==> src/rtl/cpu_pkg.sv <==
// Shared CPU definitions: condition codes, flag bit positions and the
// branch-resolver FSM state encoding.
package cpu_pkg;

   localparam int unsigned FLAG_Z = 0;
   localparam int unsigned FLAG_V = 1;
   localparam int unsigned FLAG_N = 2;

   typedef enum logic [2:0] {
      COND_AL  = 3'b000,
      COND_EQ  = 3'b001,
      COND_NE  = 3'b010,
      COND_LT  = 3'b011,
      COND_LE  = 3'b100,
      COND_GE  = 3'b101,
      COND_GT  = 3'b110,
      COND_RSV = 3'b111
   } cond_e;

   typedef enum logic [1:0] {
      ST_IDLE    = 2'd0,
      ST_WAIT    = 2'd1,
      ST_RESOLVE = 2'd2
   } state_e;

endpackage

==> src/rtl/flag_branch_resolver_if.sv <==
// ALU-flag / branch-request / decision bundle between the datapath and
// control side (master) and the branch resolver (slave).
interface flag_branch_resolver_if;

   logic       flag_load;
   logic       alu_z;
   logic       alu_v;
   logic       alu_n;
   logic       flags_pending;
   logic       br_valid;
   logic [2:0] br_cond;
   logic       br_ready;
   logic       res_valid;
   logic       res_taken;
   logic       res_timeout;
   logic       res_ready;
   logic [2:0] status;

   modport master (
      output flag_load, alu_z, alu_v, alu_n, flags_pending,
      output br_valid, br_cond, res_ready,
      input  br_ready, res_valid, res_taken, res_timeout, status
   );

   modport slave (
      input  flag_load, alu_z, alu_v, alu_n, flags_pending,
      input  br_valid, br_cond, res_ready,
      output br_ready, res_valid, res_taken, res_timeout, status
   );

endinterface

==> src/rtl/flag_branch_resolver_cond_eval.sv <==
// Combinational condition-code evaluator over the {N,V,Z} status register.
module cond_eval
   import cpu_pkg::*;
(
   input  logic [2:0] cond,
   input  logic [2:0] status,
   output logic       taken
);

   logic z;
   logic lt;

   // Decode the condition against the current flags; reserved code never branches
   always_comb begin
      z     = status[FLAG_Z];
      lt    = status[FLAG_N] ^ status[FLAG_V];
      taken = 1'b0;
      case (cond)
         COND_AL: taken = 1'b1;
         COND_EQ: taken = z;
         COND_NE: taken = ~z;
         COND_LT: taken = lt;
         COND_LE: taken = lt | z;
         COND_GE: taken = ~lt;
         COND_GT: taken = ~z & ~lt;
         default: taken = 1'b0;
      endcase
   end

endmodule

==> src/rtl/flag_branch_resolver.sv <==
// Branch resolver: captures ALU flags into the status register, accepts a
// branch request, waits out any in-flight flag-writing op (bounded by
// WAIT_MAX) and returns a registered taken/not-taken decision.
// Optional macro BRANCH_STATS_EN adds saturating stat_total/stat_taken ports.
module flag_branch_resolver
   import cpu_pkg::*;
#(
   parameter int unsigned WAIT_MAX = 8,
   parameter int unsigned CNT_W    = 16
) (
   input  logic                 clk,
   input  logic                 reset_n,
   flag_branch_resolver_if.slave bus
`ifdef BRANCH_STATS_EN
   ,
   output logic [CNT_W-1:0]     stat_total,
   output logic [CNT_W-1:0]     stat_taken
`endif
);

   if (WAIT_MAX < 1 || WAIT_MAX > 255 || CNT_W < 1) begin : g_param_check
      $error("flag_branch_resolver: WAIT_MAX must be 1..255 and CNT_W >= 1");
   end

   state_e     state_q, state_d;
   logic [2:0] status_q, status_d;
   logic [2:0] cond_q, cond_d;
   logic [7:0] wait_q, wait_d;
   logic       tmo_pend_q, tmo_pend_d;
   logic       res_valid_q, res_valid_d;
   logic       res_taken_q, res_taken_d;
   logic       res_timeout_q, res_timeout_d;
   logic       taken;
   logic       accept;

   assign bus.br_ready    = (state_q == ST_IDLE) & reset_n;
   assign bus.res_valid   = res_valid_q;
   assign bus.res_taken   = res_taken_q;
   assign bus.res_timeout = res_timeout_q;
   assign bus.status      = status_q;
   assign accept          = bus.br_valid & bus.br_ready;

   cond_eval u_cond_eval (
      .cond   (cond_q),
      .status (status_q),
      .taken  (taken)
   );

   // Next-state and next-datapath logic.
   // The decision is taken in the first RESOLVE cycle from the status register,
   // so a flag_load on the accept/WAIT-exit edge is already visible to it.
   always_comb begin
      state_d       = state_q;
      status_d      = status_q;
      cond_d        = cond_q;
      wait_d        = wait_q;
      tmo_pend_d    = tmo_pend_q;
      res_valid_d   = res_valid_q;
      res_taken_d   = res_taken_q;
      res_timeout_d = res_timeout_q;

      if (bus.flag_load) begin
         status_d[FLAG_Z] = bus.alu_z;
         status_d[FLAG_V] = bus.alu_v;
         status_d[FLAG_N] = bus.alu_n;
      end

      case (state_q)
         ST_IDLE: begin
            if (accept) begin
               cond_d     = bus.br_cond;
               wait_d     = '0;
               tmo_pend_d = 1'b0;
               state_d    = bus.flags_pending ? ST_WAIT : ST_RESOLVE;
            end
         end
         ST_WAIT: begin
            wait_d = wait_q + 8'd1;
            if (bus.flag_load || !bus.flags_pending) begin
               state_d = ST_RESOLVE;
            end else if (wait_q == 8'(WAIT_MAX - 1)) begin
               state_d    = ST_RESOLVE;
               tmo_pend_d = 1'b1;
            end
         end
         ST_RESOLVE: begin
            if (!res_valid_q) begin
               res_valid_d   = 1'b1;
               res_taken_d   = taken;
               res_timeout_d = tmo_pend_q;
            end else if (bus.res_ready) begin
               res_valid_d   = 1'b0;
               res_timeout_d = 1'b0;
               state_d       = ST_IDLE;
            end
         end
         default: state_d = ST_IDLE;
      endcase
   end

   // FSM state register
   always_ff @(posedge clk) begin
      if (!reset_n) state_q <= ST_IDLE;
      else          state_q <= state_d;
   end

   // Status, latched condition, wait counter and decision registers
   always_ff @(posedge clk) begin
      if (!reset_n) begin
         status_q      <= '0;
         cond_q        <= '0;
         wait_q        <= '0;
         tmo_pend_q    <= 1'b0;
         res_valid_q   <= 1'b0;
         res_taken_q   <= 1'b0;
         res_timeout_q <= 1'b0;
      end else begin
         status_q      <= status_d;
         cond_q        <= cond_d;
         wait_q        <= wait_d;
         tmo_pend_q    <= tmo_pend_d;
         res_valid_q   <= res_valid_d;
         res_taken_q   <= res_taken_d;
         res_timeout_q <= res_timeout_d;
      end
   end

`ifdef BRANCH_STATS_EN
   logic hs;
   assign hs = res_valid_q & bus.res_ready;

   // Saturating counters of completed and taken decisions
   always_ff @(posedge clk) begin
      if (!reset_n) begin
         stat_total <= '0;
         stat_taken <= '0;
      end else if (hs) begin
         if (stat_total != '1)                stat_total <= stat_total + CNT_W'(1);
         if (res_taken_q && stat_taken != '1) stat_taken <= stat_taken + CNT_W'(1);
      end
   end
`endif

endmodule
==> src/flat_wrapper.sv <==
// flat-port wrapper written by rule: the top's interface ports become plain ports
module flag_branch_resolver_flat import cpu_pkg::*;
#(
   parameter int unsigned WAIT_MAX = 8,
   parameter int unsigned CNT_W    = 16
)
  (clk, reset_n, bus_flag_load, bus_alu_z, bus_alu_v, bus_alu_n, bus_flags_pending, bus_br_valid, bus_br_cond, bus_res_ready, bus_br_ready, bus_res_valid, bus_res_taken, bus_res_timeout, bus_status);
  flag_branch_resolver_if bus_i ();
  input  logic clk;
  input  logic reset_n;
  input wire logic [$bits(bus_i.flag_load)-1:0] bus_flag_load;
  input wire logic [$bits(bus_i.alu_z)-1:0] bus_alu_z;
  input wire logic [$bits(bus_i.alu_v)-1:0] bus_alu_v;
  input wire logic [$bits(bus_i.alu_n)-1:0] bus_alu_n;
  input wire logic [$bits(bus_i.flags_pending)-1:0] bus_flags_pending;
  input wire logic [$bits(bus_i.br_valid)-1:0] bus_br_valid;
  input wire logic [$bits(bus_i.br_cond)-1:0] bus_br_cond;
  input wire logic [$bits(bus_i.res_ready)-1:0] bus_res_ready;
  output wire logic [$bits(bus_i.br_ready)-1:0] bus_br_ready;
  output wire logic [$bits(bus_i.res_valid)-1:0] bus_res_valid;
  output wire logic [$bits(bus_i.res_taken)-1:0] bus_res_taken;
  output wire logic [$bits(bus_i.res_timeout)-1:0] bus_res_timeout;
  output wire logic [$bits(bus_i.status)-1:0] bus_status;
  assign bus_i.flag_load = bus_flag_load;
  assign bus_i.alu_z = bus_alu_z;
  assign bus_i.alu_v = bus_alu_v;
  assign bus_i.alu_n = bus_alu_n;
  assign bus_i.flags_pending = bus_flags_pending;
  assign bus_i.br_valid = bus_br_valid;
  assign bus_i.br_cond = bus_br_cond;
  assign bus_i.res_ready = bus_res_ready;
  assign bus_br_ready = bus_i.br_ready;
  assign bus_res_valid = bus_i.res_valid;
  assign bus_res_taken = bus_i.res_taken;
  assign bus_res_timeout = bus_i.res_timeout;
  assign bus_status = bus_i.status;
  flag_branch_resolver #(.WAIT_MAX(WAIT_MAX), .CNT_W(CNT_W)) u_core (.clk(clk), .reset_n(reset_n), .bus(bus_i));
endmodule
==> config.mk <==
export PLATFORM = sky130hd
export DESIGN_NAME = flag_branch_resolver_flat
export DESIGN_NICKNAME = d
export VERILOG_FILES = /design/src/rtl/cpu_pkg.sv /design/src/rtl/flag_branch_resolver_if.sv /design/src/rtl/flag_branch_resolver_cond_eval.sv /design/src/rtl/flag_branch_resolver.sv /design/src/flat_wrapper.sv
export SDC_FILE = /design/constraint.sdc
export NUM_CORES = 1
export LEC_CHECK = 0
export BUFFER_PORTS_ARGS = -buffer_cell sky130_fd_sc_hd__buf_2
export CAP_MARGIN = 20
export CORE_UTILIZATION = 40
export CTS_CLUSTER_DIAMETER = 50
export DETAILED_ROUTE_END_ITERATION = 10
export GPL_TIMING_DRIVEN = 0
export PLACE_DENSITY_LB_ADDON = 0.25
export SLEW_MARGIN = 20
export SYNTH_ARGS = -nofsm -noshare
export SYNTH_HDL_FRONTEND = slang
export SYNTH_HIERARCHICAL = 1
export SYNTH_SLANG_ARGS = --single-unit
export TNS_END_PERCENT = 20
==> constraint.sdc <==
create_clock -name clk -period 1.4 [get_ports clk]
set_clock_uncertainty 0.15 [all_clocks]
set_input_delay 0 -clock clk [delete_from_list [all_inputs] [get_ports clk]]
set_output_delay 0 -clock clk [all_outputs]
set_load 0.1 [all_outputs]
## Word level (Yosys, flattened, before mapping)

Index checks and enable logic that the tools add are counted.

- Output and inout port bits: 7
- Word-level logic and storage cells: 62
- Bits of input ports: 12
- Register bits: 20

- $add $sub $neg: 1
- Bitwise logic cells: 8
- Equal/unequal tests: 16
- Mux-type cells: 18
- Reductions and logical operators: 11

Operator list:

| operator | count |
|---|---|
| $pmux W8 S2 | 1 |
| $mux W2 | 6 |
| $eq A3 B3 Y1 const B | 3 |
| $add A8 B1 Y8 const B | 1 |
| $eq A8 B3 Y1 const B | 1 |
| $mux W8 | 1 |
| $reduce_and A2 Y1 | 4 |
| $reduce_and A4 Y1 | 2 |
| $mux W1 | 7 |
| $pmux W1 S7 | 1 |
| $eq A3 B2 Y1 const B | 2 |
| $ne A2 B1 Y1 const B | 3 |
| $ne A2 B2 Y1 const B | 3 |
| $pmux W2 S3 | 1 |
| $and A1 B1 Y1 | 3 |
| $eq A3 B1 Y1 const B | 1 |
| $logic_not A3 Y1 | 1 |
| $ne A3 B1 Y1 const B | 1 |
| $not A1 Y1 | 3 |
| $eq A2 B1 Y1 const B | 1 |
| $eq A2 B2 Y1 const B | 1 |
| $logic_not A2 Y1 | 1 |
| $pmux W1 S2 | 1 |
| $reduce_bool A2 Y1 | 1 |
| 4 further kinds | 4 |

## Depth between registers and ports, before layout

Gate-level depths: netlist of the first run.

- Depth in word-level cells: 5
- Depth in mapped cells: 6
- Mapped depth without buffers: 6

## By module

Netlist of the first run, hierarchy kept.

Modules (own cells, without submodules):

| module | seq. area each (sq um) | cells each | instances | area an instance (sq um) |
|---|---|---|---|---|
| flag_branch_resolver | 400.4 | 106 | 1 | 969.7 |
| cond_eval | 0.0 | 11 | 1 | 60.1 |

## Worst setup path after synthesis of the first run

OpenSTA, ideal clock, no wires.

- Path type: reg2out
- Start: reg u_core.state_q[1]
- End: out bus_br_ready
- Setup slack: -1287 ps
- Buffers on the path: 1
- Arrival time: 2537 ps
- Required time: 1250 ps
- Cell stages (with the launch flop): 3
- Path through: dfxtp_1 -> buf_2 -> nor3_1

- Word-level cells in the longest chain between the ends: 2

RTL lines:

| element | RTL line | text |
|---|---|---|
| start, declared | flag_branch_resolver.sv:25 | `state_e state_q, state_d;` |
| start signal, assigned | flag_branch_resolver.sv:104 | `else state_q <= state_d;` |
| $logic_not A2 Y1 | flag_branch_resolver.sv:36 | `assign bus.br_ready = (state_q == ST_IDLE) & reset_n;` |
| $and A1 B1 Y1 | flag_branch_resolver.sv:36 |  |
| end, declared | flat_wrapper.sv:19 | `output wire logic [$bits(bus_i.br_ready)-1:0] bus_br_ready;` |

No other way between the ends.

## Worst setup path after layout of the first run

- Start: reg u_core.wait_q[0]
- End: reg u_core.state_q[1]

- Word-level cells in the longest chain between the ends: 3

RTL lines:

| element | RTL line | text |
|---|---|---|
| start, declared | flag_branch_resolver.sv:28 | `logic [7:0] wait_q, wait_d;` |
| start signal, assigned | flag_branch_resolver.sv:120 | `wait_q <= wait_d;` |
| $eq A8 B3 Y1 | flag_branch_resolver.sv:81 | `end else if (wait_q == 8'(WAIT_MAX - 1)) begin` |
| $ne A3 B1 Y1 (no source line) | - |  |
| $reduce_and A4 Y1 (no source line) | - |  |

No other way between the ends.
A chain may end at the register's enable or synchronous reset.

==> impl_metrics.csv, run 1 <==
group,metric,value,unit
outcome,status,"completed",
synthesis,syn_nets,130,
die,initial_core_util,41.9,%
die,pin_count,19,
synthesis,yosys_warnings,6,
finish,layout_commonest_cell,"buf_2",
detailed_routing,num_vias,1030,
finish,fin_area,0.00144,mm2
detailed_routing,final_antenna_net_count,0,
die,die_h,52.7,um
setup_path,cp.depth,4,
setup_path,r2r_start,"u_core/wait_q[0]$_SDFFE_PN0P_",
finish,mostFrequentLayoutCells,"19 x buf_2, 12 x dlygate4sd3_1, 12 x nand2_1",
synthesis,ys.flop_type,"dfxtp_1",
detailed_routing,firstDrtPassIters,4,
timing,slew-limit-headroom,67.9,%
setup_path,timing.critical_path.to,"u_core/state_q[1]$_SDFFE_PN0P_",
timing,fin_crit_sh,99.0,%
run,drv_cap,0,
detailed_routing,drt_iter0_drc,18,
synthesis,synthDistinctLibCells,36,
synthesis,synth_xor_area_share,0.851,%
global_routing,antenna_found_initial,0,
setup_path,endpoint_kind,"register",
global_routing,gr-total-overflow,0,
synthesis,syn_inst,117,
setup_path,crit_path_start_kind,"register",
synthesis,synth_mux_area_share,7.78,%
pwr,ir_worst_vdd,798,uV
setup_path,cp_cell_sequence,"ha_4 -> and4bb_1 -> a21oi_2 -> o41ai_2",
setup_path,r2r_slack,10,ps
timing,tightestPinTransition,484,ps
clock_network,cts_tree,"done",
timing,rsz0062_at_grt,"yes",
synthesis,synth_area_per_cell,8.80,um2
hold_path,holdCritPathClass,"input port to register",
finish,nets,166,
hold_path,hold_path_depth,4,
synthesis,synth_top_family_by_area,"simple AND/OR/NAND/NOR gates",
synthesis,synth_seq_cells,20,
clock_network,root_buffer,"clkbuf_4",
setup_path,ff2ff_path_depth,4,
clock_network,clk_latency,300,ps
setup_path,max_stage_delay,410,ps
timing,period_needed,1390,ps
timing,max_freq,721,MHz
synthesis,synth-compound-area-share,15.3,%
place,place.gp.congestion,0.787,
synthesis,seq_area_frac_synth,38.9,%
synthesis,ys_async_sr_fraction,0,%
synthesis,synthSimpleGateAreaFrac,32.2,%
setup_path,crit_arrival,1450,ps
timing,setup_viol,0,
die,die_w,52.7,um
setup_path,cp_num_buf_inv,0,
clock_network,h-tree-depth,1,
finish,area_growth_syn_to_layout,40.0,%
finish,num-fill-cells,230,
finish,antenna_cells,0,
setup_path,crit_start,"u_core/wait_q[0]$_SDFFE_PN0P_",
place,portBuffers,18,
finish,regArea,427,um2
synthesis,synth-edff-count,0,
global_routing,grt_max_degree,12,
pwr,leakage,0.000600,uW
place,dpl_cell_area,0.00117,mm2
clock_network,clkSinkCount,20,
clock_network,clock_path_buffers,2,
setup_path,critPathMaxFanout,6,
global_routing,grt_pass1_vias,972,
synthesis,synth_area,0.00103,mm2
setup_path,cp_data_required_time,1460,ps
detailed_routing,routed_wl,2700,um
place,dp_hpwl,1780,um
die,die-area,0.00278,mm2
pwr,p_per_area,1000,mW/mm2
pwr,total_power,1440,uW
detailed_routing,wl_per_cell,14.8,um
clock_network,path_clk_slew,120,ps
clock_network,numCtsBuffers,3,
global_routing,grt_usage,21.4,%
setup_path,path_delay_family,"flip-flops",
die,core_area,0.00245,mm2
clock_network,post_cts_buffers,0,
finish,layout.cells.non_filler,182,
die,row_count,18,
finish,drive_gt1_share,32.2,%
timing,slew_violations,0,
finish,multi_input_area,648,um2
finish,fin_util,58.7,%
detailed_routing,vias_per_cell,5.66,
detailed_routing,route.detailed.drc,0,
synthesis,synthAdderAreaFrac,1.22,%
timing,holdWs,5.92,ps
setup_path,worst_path_max_delay_cell,"dfxtp_4",
timing,finalHoldViolCount,0,
place,dp.cells,165,
setup_path,r2r_end,"u_core/state_q[1]$_SDFFE_PN0P_",
setup_path,critPathKind,"register to register",
global_routing,grt_first_pass_wirelength,4280,um
## how the worst min path moves through the flow
stage                    from                            end
5_1_grt               reset_n  u_core/cond_q[2]$_SDFFE_PN0P_
4_1_cts               reset_n  u_core/cond_q[1]$_SDFFE_PN0P_
3_3_place_gp   bus_br_cond[1]  u_core/cond_q[1]$_SDFFE_PN0P_
6_report              reset_n  u_core/cond_q[1]$_SDFFE_PN0P_
2_1_floorplan  bus_br_cond[0]  u_core/cond_q[0]$_SDFFE_PN0P_
3_5_place_dp   bus_br_cond[2]  u_core/cond_q[2]$_SDFFE_PN0P_
## synthesized netlist by cell type, types with 2 or more instances
master,instances,share of area [%]
and3_1,2,1.2
a21oi_1,9,4.4
nand4_1,2,1.2
nor3_1,4,1.9
nand3b_1,2,1.5
and4bb_1,2,2.4
dfxtp_1,20,39
nand3_1,11,5.3
nor2_1,11,4.0
nand2_1,12,4.4
nand4bb_1,2,2.2
or3_1,2,1.2
nand2b_1,4,2.4
inv_1,2,0.73
buf_2,4,1.9
mux2i_1,8,7.8
## through the flow
stage,setup TNS (ps),setup slack (ps)
global placement,-192,-93.2
detailed placement,-375,-124
floorplan,-391,-238
finish,0,13.5
CTS,0,3.91
global route,-143,-55.0
## metal layers
| layer | global-route usage (%) | vias up | routed length (um) |
|---|---|---|---|
| li1 | - | 500 | - |
| met1 | 24.0 | 496 | 1150 |
| met2 | 39.9 | 32 | 1410 |
| met3 | 6.38 | 2 | 123 |
| met4 | 3.51 | 0 | 13 |
| met5 | 0 | - | 0 |
## power by group
group	total [uW]	switching, uW	internal (uW)
logic	455	278	177
registers	647	43.6	604
clock network	343	184	159
## timing repair
action	in CTS	in global routing
hold buffers	13	0
endpoints found under the hold margin	12	0
endpoints found under the setup margin	7	5
pin swaps	0	2
gates resized for setup	15	14
## worst min-delay path, delay by kind of cell
family | cells | cell delay, ps
buffers and inverters | 2 | 290
and+or+nand+nor | 2 | 140
## flip-flops by register name, summed over array words and instances (netlist names)
register / count
u_core/wait_q: 8
u_core/bus.res_valid: 1
u_core/bus.res_taken: 1
u_core/bus.res_timeout: 1
u_core/tmo_pend_q: 1
u_core/cond_q: 3
u_core/state_q: 2
u_core/bus.status: 3
## layout make-up
cell class,instances,area share [%]
buffer,5,3.30
clock buffer,4,2.52
inverter,2,0.521
multi-input combinational,90,45.0
sequential,20,29.6
tap,30,2.60
timing repair buffer,31,16.5
## cell families after synthesis
logic type / after synthesis
xor gates and xnor gates: 1
and+or+nand+nor: 59
AOI/OAI and AO/OA: 21
muxes: 8
adders and majority gates: 1
buffers and inverters: 7
DFF: 20
Note: power is estimated with default switching activity, not from simulation.
==> inputs of run 2 (changes only) <==
Settings changed: SETUP_SLACK_MARGIN from default to 0.5, SLEW_MARGIN 20 to default, SYNTH_HIERARCHICAL 1 to default.
==> run 2 against run 1 <==
The flow now finishes with violations (negative hold slack, negative setup slack). Wire length down 3.6%. Non-clock buffer count up 3. Combinational power down 13%. Utilization up 9.6 points. Cell area up 8.9%. Sequential share of layout area down 2.4 points. Hold slack worse by 57 ps. Die area down 1.7%. Critical endpoint is now u_core.wait_q[7]$_SDFFE_PN0P_.
==> impl_metrics.csv, run 2 <==
group,metric,value,unit
global_routing,grt_first_pass_wirelength,3800,um
synthesis,synthDistinctLibCells,37,
detailed_routing,vias_per_cell,5.41,
timing,setup_viol,2,
setup_path,crit_top_cell,"buf_6",
timing,finalHoldViolCount,3,
die,die_h,52.3,um
pwr,leakage,0.000632,uW
detailed_routing,firstDrtPassIters,4,
clock_network,clkSinkCount,20,
setup_path,cp_cell_sequence,"buf_6 -> or3b_4 -> buf_6 -> nand2_1 -> mux2i_1 -> and2_1",
hold_path,holdCritPathClass,"input port to register",
place,dp_hpwl,1530,um
finish,mostFrequentLayoutCells,"12 x nand2_1, 12 x buf_2, 9 x dfxtp_1",
detailed_routing,num_vias,974,
clock_network,numCtsBuffers,3,
setup_path,crit_start,"u_core.state_q[0]$_SDFFE_PN0P_",
finish,nets,166,
synthesis,ys_top_cells_by_count,"20 x dfxtp_1, 12 x nand2_1, 9 x nor2b_1",
pwr,p_per_area,871,mW/mm2
synthesis,yosys.area.top_type_share,39.6,%
detailed_routing,wl_per_cell,14.4,um
global_routing,grt_usage,19.3,%
synthesis,syn_inst,114,
setup_path,critPathKind,"register to register",
place,place.gp.congestion,0.823,
die,initial_core_util,44.0,%
die,pin_count,19,
synthesis,synth_area,0.00101,mm2
place,dpl_cell_area,0.00117,mm2
setup_path,endpoint_kind,"register",
finish,fin_area,0.00157,mm2
pwr,total_power,1370,uW
timing,period_needed,1500,ps
finish,layout.cells.non_filler,180,
finish,num-fill-cells,187,
hold_path,hold_end,"u_core.bus.status[1]$_SDFFE_PN0P_",
synthesis,seq_area_frac_synth,39.6,%
synthesis,synth-edff-count,0,
synthesis,synth_top_area_cell,"dfxtp_1",
finish,top_register,"u_core.wait_q",
global_routing,grt_max_degree,12,
place,dp.cells,160,
finish,antenna_cells,0,
clock_network,clk_latency,300,ps
place,portBuffers,18,
setup_path,critPathMaxFanout,7,
global_routing,gr-total-overflow,0,
clock_network,cts_tree,"done",
detailed_routing,route.detailed.drc,0,
finish,area_growth_syn_to_layout,55.2,%
clock_network,postCtsHoldBufs,8,
run,drv_cap,0,
synthesis,ys.flop_type,"dfxtp_1",
synthesis,synth_area_per_cell,8.87,um2
synthesis,synth.most_common_cell,"dfxtp_1",
pwr,ir_worst_vdd,775,uV
setup_path,cp_data_required_time,1450,ps
timing,fin_crit_sh,107,%
timing,slew_violations,0,
setup_path,worst_path_max_delay_cell,"or3b_4",
detailed_routing,final_antenna_net_count,0,
detailed_routing,routed_wl,2600,um
synthesis,yosys_warnings,0,
synthesis,ys_async_sr_fraction,0,%
setup_path,ff2ff_path_depth,6,
outcome,status,"complete, but fails checks",
timing,slew-limit-headroom,71.6,%
die,core_area,0.00230,mm2
hold_path,hp-start,"bus_flag_load",
die,die-area,0.00273,mm2
setup_path,r2r_end,"u_core.wait_q[7]$_SDFFE_PN0P_",
timing,rsz0062_at_grt,"yes",
global_routing,antenna_found_initial,0,
detailed_routing,drt_iter0_drc,28,
timing,holdWs,-51.5,ps
clock_network,clock_path_buffers,2,
synthesis,synth_seq_cells,20,
setup_path,crit_path_start_kind,"register",
timing,fin_ws,-95.4,ps
synthesis,syn_nets,127,
outcome,violations,"negative hold slack, negative setup slack",
clock_network,h-tree-depth,1,
clock_network,path_clk_slew,110,ps
timing,max_freq,669,MHz
setup_path,crit_arrival,1550,ps
finish,drive_gt1_share,42.8,%
synthesis,synth_area_leaders,"dfxtp_1 40%, mux2i_1 5.9%, nor2b_1 5.6%, a21boi_0 5.2%, nand2_1 4.5%",
setup_path,r2r_start,"u_core.state_q[0]$_SDFFE_PN0P_",
timing,tightestPinTransition,426,ps
global_routing,grt_pass1_vias,850,
hold_path,hold_path_depth,3,
setup_path,max_stage_delay,370,ps
die,row_count,17,
finish,largest_reg_flops,8,
die,die_w,52.3,um
setup_path,r2r_slack,-100,ps
clock_network,root_buffer,"clkbuf_4",
finish,fin_util,68.3,%
## run 2: kinds of logic (layout without fill, tap and decap cells)
kind of cell / Yosys count / count (layout) / share of synthesized area, %
AND/OR/NAND/NOR: 48 / 48 / 27.6
AO/OA/AOI/OAI: 30 / 30 / 19.4
flip-flops: 20 / 20 / 39.6
adder cells (fa/ha/maj): 1 / 1 / 1.24
buffers and inverters: 7 / 45 / 4.21
multiplexers: 7 / 7 / 7.05
XOR/XNOR: 1 / 1 / 0.866
## run 2: worst max-delay path by stage
stage,end,slack (ps),cells after the start
finish,u_core.wait_q[7]$_SDFFE_PN0P_,-100,6
global route,u_core.wait_q[7]$_SDFFE_PN0P_,-160,6
CTS,u_core.wait_q[7]$_SDFFE_PN0P_,-80,6
detailed placement,u_core.state_q[1]$_SDFFE_PN0P_,-130,4
global placement,u_core.state_q[1]$_SDFFE_PN0P_,-80,4
floorplan,u_core.wait_q[6]$_SDFFE_PN0P_,-8,6
## run 2: final cells by class
type | instances | area, um2 | area share [%]
multi-input cells | 87 | 677 | 43.1
flip-flops and latches | 20 | 427 | 27.2
repair buffers | 34 | 349 | 22.2
clock buffers | 4 | 36.3 | 2.31
plain buffers | 5 | 37.5 | 2.39
inverters | 2 | 7.51 | 0.478
well taps | 28 | 35.0 | 2.23
## run 2: where the power goes
group	internal, uW	switching, uW
Clock	159	175
Sequential	592	42.4
Combinational	186	212
## run 2: per-layer routing
layer | global-route usage (%) | wire, um | up-vias
met3 | 6.09 | 100 | 4
met5 | 0 | 0 | -
li1 | - | - | 484
met2 | 33.8 | 1310 | 24
met1 | 22.6 | 1160 | 462
met4 | 4.82 | 36 | 0
## run 2: metrics by stage
stage / TNS (ps) / setup WS (ps) / hold WS [ps]
after floorplan: -13.6 / -7.61 / -5.08
after global placement: -408 / -77.1 / 102
after detailed placement: -652 / -128 / 117
after CTS: -189 / -81.3 / -67.3
after global routing: -592 / -162 / -55.7
final: -186 / -95.4 / -51.5
## run 2: timing repair
action | in CTS | in global routing
setup endpoints to repair | 24 | 25
gates resized for setup | 47 | 15
buffers inserted | 2 | 5
pin swaps | 5 | 7
hold endpoints to repair | 11 | 3
gates cloned | 0 | 1
## run 2: worst max-delay path: cells and delay by family, from the launching register on
family                 cells  cell delay [ps]
flip-flops                 1              340
multiplexers               1               60
AND/OR/NAND/NOR            3              580
buffers and inverters      2              260
==> inputs of run 3 (changes only) <==
Settings changed: GPL_TIMING_DRIVEN 0 to default.
==> run 3 against run 2 <==
The run still ends with negative hold slack, negative setup slack left. Cell count increased by 3.3%. Register-to-register slack better by 120 ps. Cell area is 5.3% higher. Sequential share of layout area decreased by 0.91 points. Via count is 2.4% higher. Global-route usage is 1.8 points higher. Count of clock-buffer cells in the layout decreased by 1. Critical path depth decreased by 3. Combinational power hardly changed. Hold slack worse by 40 ps. Power grew 11%. Largest power group unchanged.
==> impl_metrics.csv, run 3 (same netlist as run 2, synthesis figures left out) <==
group,metric,value,unit
detailed_routing,routed_wl,2840,um
die,initial_core_util,44.0,%
timing,holdWs,-92.0,ps
setup_path,cp_data_required_time,1250,ps
hold_path,hold_path_depth,3,
setup_path,critPathKind,"register to output port",
die,die_w,52.3,um
pwr,clkPwrFrac,32.0,%
timing,slew_violations,0,
global_routing,antenna_found_initial,0,
timing,period_needed,1400,ps
timing,max_freq,713,MHz
pwr,ir_worst_vdd,729,uV
global_routing,grt_pass1_vias,928,
setup_path,crit_path_start_kind,"register",
hold_path,holdCritPathClass,"input port to register",
finish,num-fill-cells,162,
clock_network,clk_latency,320,ps
clock_network,cts_tree,"done",
finish,nets,172,
place,portBuffers,18,
timing,slew-limit-headroom,75.8,%
timing,rsz0062_at_grt,"yes",
detailed_routing,final_antenna_net_count,0,
clock_network,numCtsBuffers,3,
die,die-area,0.00273,mm2
detailed_routing,firstDrtPassIters,4,
timing,finalHoldViolCount,20,
pwr,total_power,1510,uW
finish,top_register,"u_core.wait_q",
global_routing,grt_first_pass_wirelength,4180,um
pwr,pwr-share-seq,41.9,%
pwr,p_switching,449,uW
die,row_count,17,
clock_network,clkSinkCount,20,
finish,layout_commonest_cell,"buf_4",
global_routing,gr-total-overflow,0,
detailed_routing,num_vias,997,
finish,mostFrequentLayoutCells,"15 x buf_4, 11 x buf_2, 9 x nand2_1",
pwr,combPwrFrac,26.1,%
clock_network,h-tree-depth,1,
setup_path,critPathMaxFanout,5,
clock_network,root_buffer,"clkbuf_4",
clock_network,path_clk_slew,130,ps
finish,fin_area,0.00165,mm2
hold_path,hp-start,"bus_flag_load",
run,drv_cap,0,
setup_path,crit_arrival,1250,ps
outcome,status,"complete, but fails checks",
setup_path,ff2ff_path_depth,4,
hold_path,hold_end,"u_core.bus.status[0]$_SDFFE_PN0P_",
global_routing,grt_usage,21.1,%
setup_path,max_stage_delay,390,ps
finish,fin_util,71.9,%
timing,setup_viol,1,
setup_path,path_delay_family,"flip-flops",
place,dp_hpwl,1620,um
pwr,internal-power,1060,uW
setup_path,r2r_start,"u_core.state_q[1]$_SDFFE_PN0P_",
place,place.gp.congestion,0.825,
detailed_routing,drt_iter0_drc,17,
global_routing,grt_max_degree,22,
place,dpl_cell_area,0.00127,mm2
clock_network,postCtsHoldBufs,8,
setup_path,endpoint_kind,"output port",
setup_path,cp_cell_sequence,"buf_6 -> nor3b_4 -> buf_12",
finish,antenna_cells,0,
timing,tightestPinTransition,363,ps
pwr,switching_share,29.7,%
setup_path,r2r_end,"u_core.wait_q[7]$_SDFFE_PN0P_",
setup_path,r2r_slack,20,ps
setup_path,cp_num_buf_inv,2,
detailed_routing,vias_per_cell,5.36,
timing,fin_crit_sh,100,%
pwr,p_per_area,915,mW/mm2
finish,drive_gt1_share,49.4,%
die,pin_count,19,
finish,largest_reg_flops,8,
finish,area_growth_syn_to_layout,63.4,%
timing,fin_ws,-3.11,ps
detailed_routing,route.detailed.drc,0,
finish,layout.cells.non_filler,186,
pwr,leakage,0.000680,uW
place,dp.cells,170,
die,core_area,0.00230,mm2
detailed_routing,wl_per_cell,15.2,um
outcome,violations,"negative hold slack, negative setup slack",
die,die_h,52.3,um
clock_network,clock_path_buffers,2,
setup_path,worst_path_max_delay_cell,"dfxtp_4",
## run 3: cell type report
class | instances | area, um2 | share of cell area, %
multi-input cells | 87 | 689 | 41.7
flip-flops and latches | 20 | 434 | 26.3
repair buffers | 45 | 433 | 26.2
well taps | 28 | 35.0 | 2.12
clock inverters | 1 | 30.0 | 1.82
clock buffers | 3 | 22.5 | 1.36
inverters | 2 | 7.51 | 0.455
## run 3: routing by layer
metal | part of all wire, % | global-route usage, % | wire length [um]
met4 | 2.0 | 11.4 | 57
met3 | 3.7 | 3.19 | 106
met5 | 0 | 0 | 0
met1 | 42 | 26.5 | 1200
met2 | 52 | 34.4 | 1470
## run 3: worst max path at each step
stage	start	to	slack (ps)	cells past startpoint
floorplan	u_core.state_q[0]$_SDFFE_PN0P_	u_core.wait_q[6]$_SDFFE_PN0P_	-8	6
global placement	u_core.state_q[0]$_SDFFE_PN0P_	u_core.bus.res_taken$_SDFFE_PN0N_	-10	5
detailed placement	u_core.state_q[0]$_SDFFE_PN0P_	u_core.bus.res_taken$_SDFFE_PN0N_	-40	5
CTS	u_core.state_q[0]$_SDFFE_PN0P_	bus_br_ready	4	3
global route	u_core.state_q[0]$_SDFFE_PN0P_	bus_br_ready	-50	3
finish	u_core.state_q[0]$_SDFFE_PN0P_	bus_br_ready	-3	3
## run 3: power groups by stage
stage	sequential (uW)	combinational [uW]	clock (uW)
2_1_floorplan	711	138	0
6_report	633	395	483
3_5_place_dp	634	299	0
5_1_grt	638	415	519
3_3_place_gp	633	294	0
4_1_cts	624	335	490
## run 3: timing repair
item | 4_1_cts | 5_1_grt
endpoints found under the hold margin | 20 | 20
buffers inserted | 3 | 1
setup endpoints to repair | 24 | 24
gates resized for setup | 22 | 52
pin swaps | 7 | 11
## run 3: worst min-delay path, cell delays in order
cell and delay, ps:
buf_2 160, mux2i_1 90, nor2b_1 90
## run 3: per-stage QoR
stage	TNS, ps	worst slack, ps
floorplan	-13.6	-7.61
CTS	0	4.19
detailed placement	-119	-40.3
global route	-214	-46.9
finish	-3.11	-3.11
global placement	-13.8	-13.8
